### config.mk
export PLATFORM = sky130hd
export DESIGN_NAME = n101_spigpioport_gen
export DESIGN_NICKNAME = d
export VERILOG_FILES = /design/src/rtl/n101_spigpioport_gen.sv
export SDC_FILE = /design/constraint.sdc
export NUM_CORES = 1
export LEC_CHECK = 0
export ABC_AREA = 1
export BUFFER_PORTS_ARGS = -buffer_cell sky130_fd_sc_hd__buf_4
export CELL_PAD_IN_SITES_DETAIL_PLACEMENT = 1
export CELL_PAD_IN_SITES_GLOBAL_PLACEMENT = 1
export CORE_ASPECT_RATIO = 0.5
export CORE_MARGIN = 5
export CORE_UTILIZATION = 38
export CTS_CLUSTER_SIZE = 14
export DETAILED_ROUTE_END_ITERATION = 12
export HOLD_SLACK_MARGIN = 0.1
export PLACE_DENSITY_LB_ADDON = 0.25
export SLEW_MARGIN = 25
export SYNTH_ARGS = -nofsm -noshare
export SYNTH_HDL_FRONTEND = slang
export SYNTH_SLANG_ARGS = --single-unit
### constraint.sdc
create_clock -name clock -period 2.55 [get_ports clock]
set_input_delay 0.3825 -clock clock [delete_from_list [all_inputs] [get_ports clock]]
set_output_delay 0.3825 -clock clock [all_outputs]
set_load 0.005 [all_outputs]
### src/rtl/n101_spigpioport_gen.sv
// SPI/QSPI controller to GPIO pad adapter: SCK/CS pass-through, per-lane DQ
// direction turnaround FSM, input synchroniser and hold register.
// Optional build macro: N101_SPIGPIO_LOOPBACK_EN (adds io_loopback input).
module n101_spigpioport_gen #(
  parameter int unsigned NUM_DQ      = 4,
  parameter int unsigned NUM_CS      = 1,
  parameter int unsigned SYNC_STAGES = 3,
  parameter int unsigned TURN_CYCLES = 1
) (
  input  logic              clock,
  input  logic              reset,
  input  logic              io_spi_sck,
  input  logic [NUM_DQ-1:0] io_spi_dq_o,
  input  logic [NUM_DQ-1:0] io_spi_dq_oe,
  output logic [NUM_DQ-1:0] io_spi_dq_i,
  input  logic [NUM_CS-1:0] io_spi_cs,
  input  logic              io_pins_sck_i_ival,
  output logic              io_pins_sck_o_oval,
  output logic              io_pins_sck_o_oe,
  output logic              io_pins_sck_o_ie,
  output logic              io_pins_sck_o_pue,
  output logic              io_pins_sck_o_ds,
  input  logic [NUM_DQ-1:0] io_pins_dq_i_ival,
  output logic [NUM_DQ-1:0] io_pins_dq_o_oval,
  output logic [NUM_DQ-1:0] io_pins_dq_o_oe,
  output logic [NUM_DQ-1:0] io_pins_dq_o_ie,
  output logic [NUM_DQ-1:0] io_pins_dq_o_pue,
  output logic [NUM_DQ-1:0] io_pins_dq_o_ds,
  input  logic [NUM_CS-1:0] io_pins_cs_i_ival,
  output logic [NUM_CS-1:0] io_pins_cs_o_oval,
  output logic [NUM_CS-1:0] io_pins_cs_o_oe,
  output logic [NUM_CS-1:0] io_pins_cs_o_ie,
  output logic [NUM_CS-1:0] io_pins_cs_o_pue,
  output logic [NUM_CS-1:0] io_pins_cs_o_ds,
`ifdef N101_SPIGPIO_LOOPBACK_EN
  input  logic              io_loopback,
`endif
  output logic              io_turn_busy
);

  typedef enum logic [1:0] {
    ST_IN   = 2'd0,
    ST_TURN = 2'd1,
    ST_OUT  = 2'd2
  } lane_state_e;

  localparam logic [2:0] LP_TURN_INIT = (TURN_CYCLES == 0) ? 3'd0 : 3'(TURN_CYCLES - 1);

  lane_state_e       r_state     [NUM_DQ];
  lane_state_e       w_state_nxt [NUM_DQ];
  logic [2:0]        r_cnt       [NUM_DQ];
  logic [2:0]        w_cnt_nxt   [NUM_DQ];
  logic [NUM_DQ-1:0] r_sync      [SYNC_STAGES];
  logic [NUM_DQ-1:0] r_hold;
  logic [NUM_DQ-1:0] w_sync_src;
  logic [NUM_DQ-1:0] w_hold_en;
  logic [NUM_DQ-1:0] w_lane_in;
  logic [NUM_DQ-1:0] w_lane_out;
  logic [NUM_DQ-1:0] w_lane_turn;
  logic              w_unused;

  assign w_unused = ^{io_pins_sck_i_ival, io_pins_cs_i_ival};

  // SCK / CS pads: always-driven outputs, no pull, strong drive
  assign io_pins_sck_o_oval = io_spi_sck;
  assign io_pins_sck_o_oe   = 1'b1;
  assign io_pins_sck_o_ie   = 1'b0;
  assign io_pins_sck_o_pue  = 1'b0;
  assign io_pins_sck_o_ds   = 1'b1;

  assign io_pins_cs_o_oval  = io_spi_cs;
  assign io_pins_cs_o_oe    = '1;
  assign io_pins_cs_o_ie    = '0;
  assign io_pins_cs_o_pue   = '0;
  assign io_pins_cs_o_ds    = '1;

  // Lane FSM: state register
  always_ff @(posedge clock) begin
    for (int unsigned n = 0; n < NUM_DQ; n++) begin
      if (reset) begin
        r_state[n] <= ST_IN;
        r_cnt[n]   <= '0;
      end else begin
        r_state[n] <= w_state_nxt[n];
        r_cnt[n]   <= w_cnt_nxt[n];
      end
    end
  end

  // Lane FSM: next-state logic
  always_comb begin
    for (int unsigned n = 0; n < NUM_DQ; n++) begin
      w_state_nxt[n] = r_state[n];
      w_cnt_nxt[n]   = r_cnt[n];
      unique case (r_state[n])
        ST_IN: begin
          if (io_spi_dq_oe[n]) begin
            if (TURN_CYCLES == 0) begin
              w_state_nxt[n] = ST_OUT;
            end else begin
              w_state_nxt[n] = ST_TURN;
              w_cnt_nxt[n]   = LP_TURN_INIT;
            end
          end
        end
        ST_TURN: begin
          if (!io_spi_dq_oe[n]) begin
            w_state_nxt[n] = ST_IN;
          end else if (r_cnt[n] == 3'd0) begin
            w_state_nxt[n] = ST_OUT;
          end else begin
            w_cnt_nxt[n] = r_cnt[n] - 3'd1;
          end
        end
        ST_OUT: begin
          if (!io_spi_dq_oe[n]) begin
            w_state_nxt[n] = ST_IN;
          end
        end
        default: begin
          w_state_nxt[n] = ST_IN;
        end
      endcase
    end
  end

  // Lane FSM: output decode
  always_comb begin
    w_lane_in   = '0;
    w_lane_out  = '0;
    w_lane_turn = '0;
    for (int unsigned n = 0; n < NUM_DQ; n++) begin
      w_lane_in[n]   = (r_state[n] == ST_IN);
      w_lane_out[n]  = (r_state[n] == ST_OUT);
      w_lane_turn[n] = (r_state[n] == ST_TURN);
    end
  end

  assign io_pins_dq_o_oval = io_spi_dq_o;
  assign io_pins_dq_o_oe   = w_lane_out;
  assign io_pins_dq_o_ie   = w_lane_in;
  assign io_pins_dq_o_pue  = '1;
  assign io_pins_dq_o_ds   = '1;
  assign io_turn_busy      = |w_lane_turn;

`ifdef N101_SPIGPIO_LOOPBACK_EN
  assign w_sync_src = io_loopback ? io_spi_dq_o : io_pins_dq_i_ival;
  assign w_hold_en  = io_loopback ? '1 : w_lane_in;
`else
  assign w_sync_src = io_pins_dq_i_ival;
  assign w_hold_en  = w_lane_in;
`endif

  // Synchroniser keeps tracking the pin in every state; only the hold register gates
  always_ff @(posedge clock) begin
    if (reset) begin
      for (int unsigned k = 0; k < SYNC_STAGES; k++) begin
        r_sync[k] <= '0;
      end
      r_hold <= '0;
    end else begin
      r_sync[0] <= w_sync_src;
      for (int unsigned k = 1; k < SYNC_STAGES; k++) begin
        r_sync[k] <= r_sync[k-1];
      end
      r_hold <= (w_hold_en & r_sync[SYNC_STAGES-1]) | (~w_hold_en & r_hold);
    end
  end

  assign io_spi_dq_i = r_hold;

endmodule

==> metrics.csv, run 1 <==
metric,value,unit
status,finished clean,
Die H,57.9,um
Final #Nets,280,
unrepaired setup endpoints after global routing,no,
average wire per standard cell,12.2,um
Fin. Hold Viols,0,
CP endpoint kind,output port,
Max Fclk,0.571,GHz
Initial Util,0.394,
Hold Path Class,input pin to register,
Site Rows,17,
post-DP HPWL,2890,um
Die X,106,um
postcts setup bufs,0,
First DRT Iteration DRCs,43,
max_cap viols,0,
Post-Syn Area per Cell,7.29,sq um
"Clk pin slew, worst setup/hold paths",0.07,ns
Detailed Route WL,3780,um
dpl cells,304,
clock share of power,0.331,
total power,1.15,mW
fin cells,311,
TNS Setup,0,ns
WP data required,2.17,ns
critical path class,register to output port,
Critical Path Start Type,register,
drt pass-1 iters,4,
Switch Pwr,0.310,mW
synth unique cells,23,
Setup-failing EPs final,0,
H-tree lvl count,2,
largest net degree at the start of global routing,26,
"antenna viol nets, final",0,
maximum vdd drop,0.000184,V
Final Critical Period,1.75,ns
Ys Warns,0,
Ant. Diodes,0,
Syn Inst Count,239,
CTS Buffer Depth,2,
gr ovfl total,0,
layout cells sized above 1,0.173,
worst clock skew,0.00636,ns
TritonCTS buffer count,5,
"Max FO, Critical Path",5,
#FFs+latches synth,36,
IO Port Bufs,22,
number of gates resized after CTS,0,
GRT Overall Usage,0.130,
Die Area,6120,sq um
first-pass GRT wire length,6330,um
routability cong.,0.805,
DR vias/cell,4.52,
I/O pins,53,
DRC,0,
Sink Count,36,
core area,4420,sq um
Synth Cell Area,1740,sq um
static leakage,0.918,nW
Synth-to-Final Area Change,9.55,%
Final Cycle Share,0.686,
hold depth,3,
FF-to-FF path depth,7,
vias,1407,
max-slew violation count,0,
Layout fillers,584,
sequential share of power,0.528,
"Seq/Total Area, Yosys",0.414,
"Data arrival, critical path",1.37,ns
vias in the first global route,1442,
clock root cell,clkbuf_8,
PwrDens,603,nW/um^2
initial antenna violation count,0,
hold buffer count at CTS,0,
Sw Ratio,0.270,
Int Pwr,0.839,mW
clk_lat worst skew,0.28,ns
logic gate share of total power,0.141,
TritonCTS clock tree,built,
## cells in the final DEF, fill, tap and decap left out, types with 4 or more instances in the layout
cell / instances
inv_2: 7
nand2_1: 27
a21oi_1: 10
clkbuf_8: 5
o21ai_1: 4
buf_4: 22
nor2_1: 42
inv_1: 38
o21ai_0: 4
nand3_1: 8
dfxtp_1: 36
conb_1: 16
nor3_1: 5
nand4_1: 6
ha_1: 8
nor2_2: 7
## power by group through the flow
stage / Combinational [mW] / Sequential (mW) / Clock [mW]
2_1_floorplan: 0.132 / 0.616 / 0
3_3_place_gp: 0.154 / 0.618 / 0
3_5_place_dp: 0.162 / 0.620 / 0
4_1_cts: 0.163 / 0.607 / 0.400
5_1_grt: 0.186 / 0.610 / 0.421
6_report: 0.162 / 0.607 / 0.381
## worst max-delay path, cell delays in order, from the launching register on
cell	delay (ns)
dfxtp_1	0.43
inv_2	0.06
nand2_2	0.09
nand2_1	0.06
or3_1	0.31
buf_4	0.14
## layout make-up
type | instances | area [sq um] | share of cell area
Sequential cell | 36 | 721 | 0.378
Multi-Input combinational cell | 144 | 704 | 0.369
Inverter | 45 | 169 | 0.0885
Clock inverter | 1 | 5.00 | 0.00262
Timing Repair Buffer | 22 | 165 | 0.0866
Tap cell | 57 | 71.3 | 0.0374
Clock buffer | 6 | 72.6 | 0.0380
## layer usage
layer / share of wire / GRT usage / vias up
met5: 0 / 0 / -
met4: 0.016 / 0.0535 / 0
met3: 0.060 / 0.0400 / 6
met2: 0.48 / 0.245 / 37
met1: 0.44 / 0.139 / 650
li1: - / - / 714
## worst paths after layout
check	startpoint	to	slack, ns
worst max register to register	r_cnt[3][0]	r_cnt[3][0]	1.12
worst min-delay path	io_pins_dq_i_ival[2]	r_sync[0][2]	0.30
worst min register to register	r_sync[0][4]	r_sync[0][8]	0.41
worst max-delay path	r_state[1][1]	io_turn_busy	0.80
## logic make-up (layout without fill, tap and decap cells)
kind of cell	after synthesis	count (layout)	synth area share
and+or+nand+nor	101	101	0.257
buffers and inverters	73	74	0.212
DFF	36	36	0.414
AOI/OAI and AO/OA	19	19	0.0553
adders and majority gates	8	8	0.0575
other	2	16	0.00431
## Yosys cell counts, drive strengths merged
cell | instances | area, sq um
or3 | 1 | 6.26
dfxtp | 36 | 721
nand4 | 6 | 37.5
inv | 45 | 169
ha | 8 | 100
nor2 | 49 | 201
a21oi | 10 | 50.1
nand3b | 1 | 7.51
nor3 | 5 | 25.0
conb | 2 | 7.51
nand2 | 28 | 108
a31oi | 1 | 6.26
buf | 28 | 200
nand3 | 9 | 50.1
or2 | 1 | 6.26
and2 | 1 | 6.26
o21ai | 8 | 40.0
## per-stage QoR
stage | util | worst slack (ns) | hold WS (ns) | instance area, sq um
global route | 0.431 | 0.722 | 0.304 | 1910
finish | 0.431 | 0.800 | 0.296 | 1910
floorplan | - | 1.32 | 0.388 | 1790
CTS | 0.431 | 0.768 | 0.290 | 1910
detailed placement | 0.414 | 1.10 | 0.399 | 1830
global placement | 0.414 | 1.11 | 0.390 | 1830
No activity file was read; power rests on OpenSTA's default activity.
==> run 2: changes to the inputs <==
--- a/config.mk
+++ b/config.mk
@@ -11,7 +11,7 @@
 export CELL_PAD_IN_SITES_GLOBAL_PLACEMENT = 1
 export CORE_ASPECT_RATIO = 0.5
 export CORE_MARGIN = 5
-export CORE_UTILIZATION = 38
+export CORE_UTILIZATION = 35
 export CTS_CLUSTER_SIZE = 14
 export DETAILED_ROUTE_END_ITERATION = 12
 export HOLD_SLACK_MARGIN = 0.1
==> constraint.sdc (replaced) <==
create_clock -name clock -period 1.8 [get_ports clock]
set_input_delay 0.27 -clock clock [delete_from_list [all_inputs] [get_ports clock]]
set_output_delay 0.27 -clock clock [all_outputs]
set_load 0.005 [all_outputs]
==> metrics.csv, run 2 (synthesis results as in run 1) <==
metric,value,unit
hold buffer count at CTS,0,
vias,1397,
IO Port Bufs,22,
first-pass GRT wire length,5840,um
postcts setup bufs,0,
Max Fclk,0.611,GHz
Die X,110,um
Critical Path Start Type,register,
vias in the first global route,1301,
Final #Nets,280,
post-DP HPWL,2620,um
Hold Path Class,input pin to register,
Int Pwr,1.34,mW
maximum vdd drop,0.000389,V
number of gates resized after CTS,0,
Synth-to-Final Area Change,12.4,%
largest net degree at the start of global routing,26,
static leakage,0.931,nW
most frequent cells in the layout,"nor2_1 (42), inv_1 (38), dfxtp_1 (36), nand2_1 (27), buf_4 (22)",
worst clock skew,0.00770,ns
Ant. Diodes,0,
Initial Util,0.358,
DR vias/cell,4.30,
Sw Ratio,0.258,
max_cap viols,0,
TritonCTS clock tree,built,
PwrDens,920,nW/um^2
Fin. Hold Viols,0,
CTS Buffer Depth,2,
I/O pins,53,
layout cells sized above 1,0.180,
"Max FO, Critical Path",5,
register area,721,sq um
average wire per standard cell,10.9,um
drt pass-1 iters,4,
Layout fillers,643,
Site Rows,18,
critical path class,register to output port,
fin cells,325,
Die H,59.9,um
"commonest non-fill, non-tap cell in the layout",nor2_1,
clk_lat worst skew,0.29,ns
clock root cell,clkbuf_8,
Die Area,6570,sq um
DRC,0,
initial antenna violation count,0,
TritonCTS buffer count,5,
Detailed Route WL,3530,um
Switch Pwr,0.465,mW
First DRT Iteration DRCs,45,
GRT Overall Usage,0.116,
core area,4860,sq um
clock share of power,0.397,
H-tree lvl count,2,
multi-input logic area,704,sq um
status,finished clean,
TNS Setup,0,ns
Final Critical Period,1.64,ns
CP endpoint kind,output port,
dpl cells,317,
Sink Count,36,
logic gate share of total power,0.125,
routability cong.,0.773,
WP data required,1.53,ns
"Clk pin slew, worst setup/hold paths",0.08,ns
max-slew violation count,0,
unrepaired setup endpoints after global routing,no,
"Data arrival, critical path",1.37,ns
sequential share of power,0.477,
Final Cycle Share,0.909,
"antenna viol nets, final",0,
gr ovfl total,0,
Setup-failing EPs final,0,
## run 2: changes by cell type in the layout (fill, tap and decap cells not counted)
cell	delta
clkinvlp_4	+1
clkbuf_1	-1
bufinv_16	+1
## run 2: routing by layer
metal  share of wire  routed length [um]  vias up  track usage
li1                -                   -      716            -
met4           0.016                  57        0       0.0515
met5               0                   0        -            0
met2            0.44                1550       32        0.190
met1            0.49                1730      642        0.143
met3           0.057                 201        7       0.0367
## run 2: final timing paths
| path | from | to | slack (ns) | depth (start not counted) |
|---|---|---|---|---|
| setup / recovery | r_state[1][1] | io_turn_busy | 0.16 | 5 |
| hold / removal | io_pins_dq_i_ival[2] | r_sync[0][2] | 0.17 | 3 |
| setup reg to reg | r_cnt[3][0] | r_cnt[3][0] | 0.44 | 7 |
| hold reg to reg | r_sync[0][7] | r_sync[0][11] | 0.40 | 2 |
## run 2: critical path: stages (launching register included)
cell and delay, ns:
dfxtp_1 0.42, inv_2 0.06, nand2_2 0.09, nand2_1 0.07, or3_1 0.30, buf_4 0.14
## run 2: layout make-up
cell class / instances / area share
well taps: 70 / 0.0447
clock buffers: 5 / 0.0351
multi-input cells: 144 / 0.360
repair buffers: 22 / 0.0843
clock inverters: 3 / 0.0217
flip-flops and latches: 36 / 0.368
inverters: 45 / 0.0863
## run 2: power by group through the flow
stage | combinational [mW] | clock (mW) | sequential, mW
6_report | 0.226 | 0.715 | 0.859
2_1_floorplan | 0.186 | 0 | 0.872
4_1_cts | 0.228 | 0.740 | 0.859
3_3_place_gp | 0.219 | 0 | 0.876
5_1_grt | 0.260 | 0.775 | 0.865
3_5_place_dp | 0.226 | 0 | 0.878
## run 2: per-stage QoR
| stage | power [mW] | setup WS [ns] | util | area, sq um | hold WS, ns |
|---|---|---|---|---|---|
| 6_report | 1.80 | 0.164 | 0.403 | 1960 | 0.175 |
| 5_1_grt | 1.90 | 0.0754 | 0.403 | 1960 | 0.179 |
| 4_1_cts | 1.83 | 0.150 | 0.403 | 1960 | 0.171 |
| 3_5_place_dp | 1.10 | 0.446 | 0.380 | 1850 | 0.399 |
| 3_3_place_gp | 1.10 | 0.476 | 0.380 | 1850 | 0.389 |
| 2_1_floorplan | 1.06 | 0.587 | - | 1790 | 0.377 |
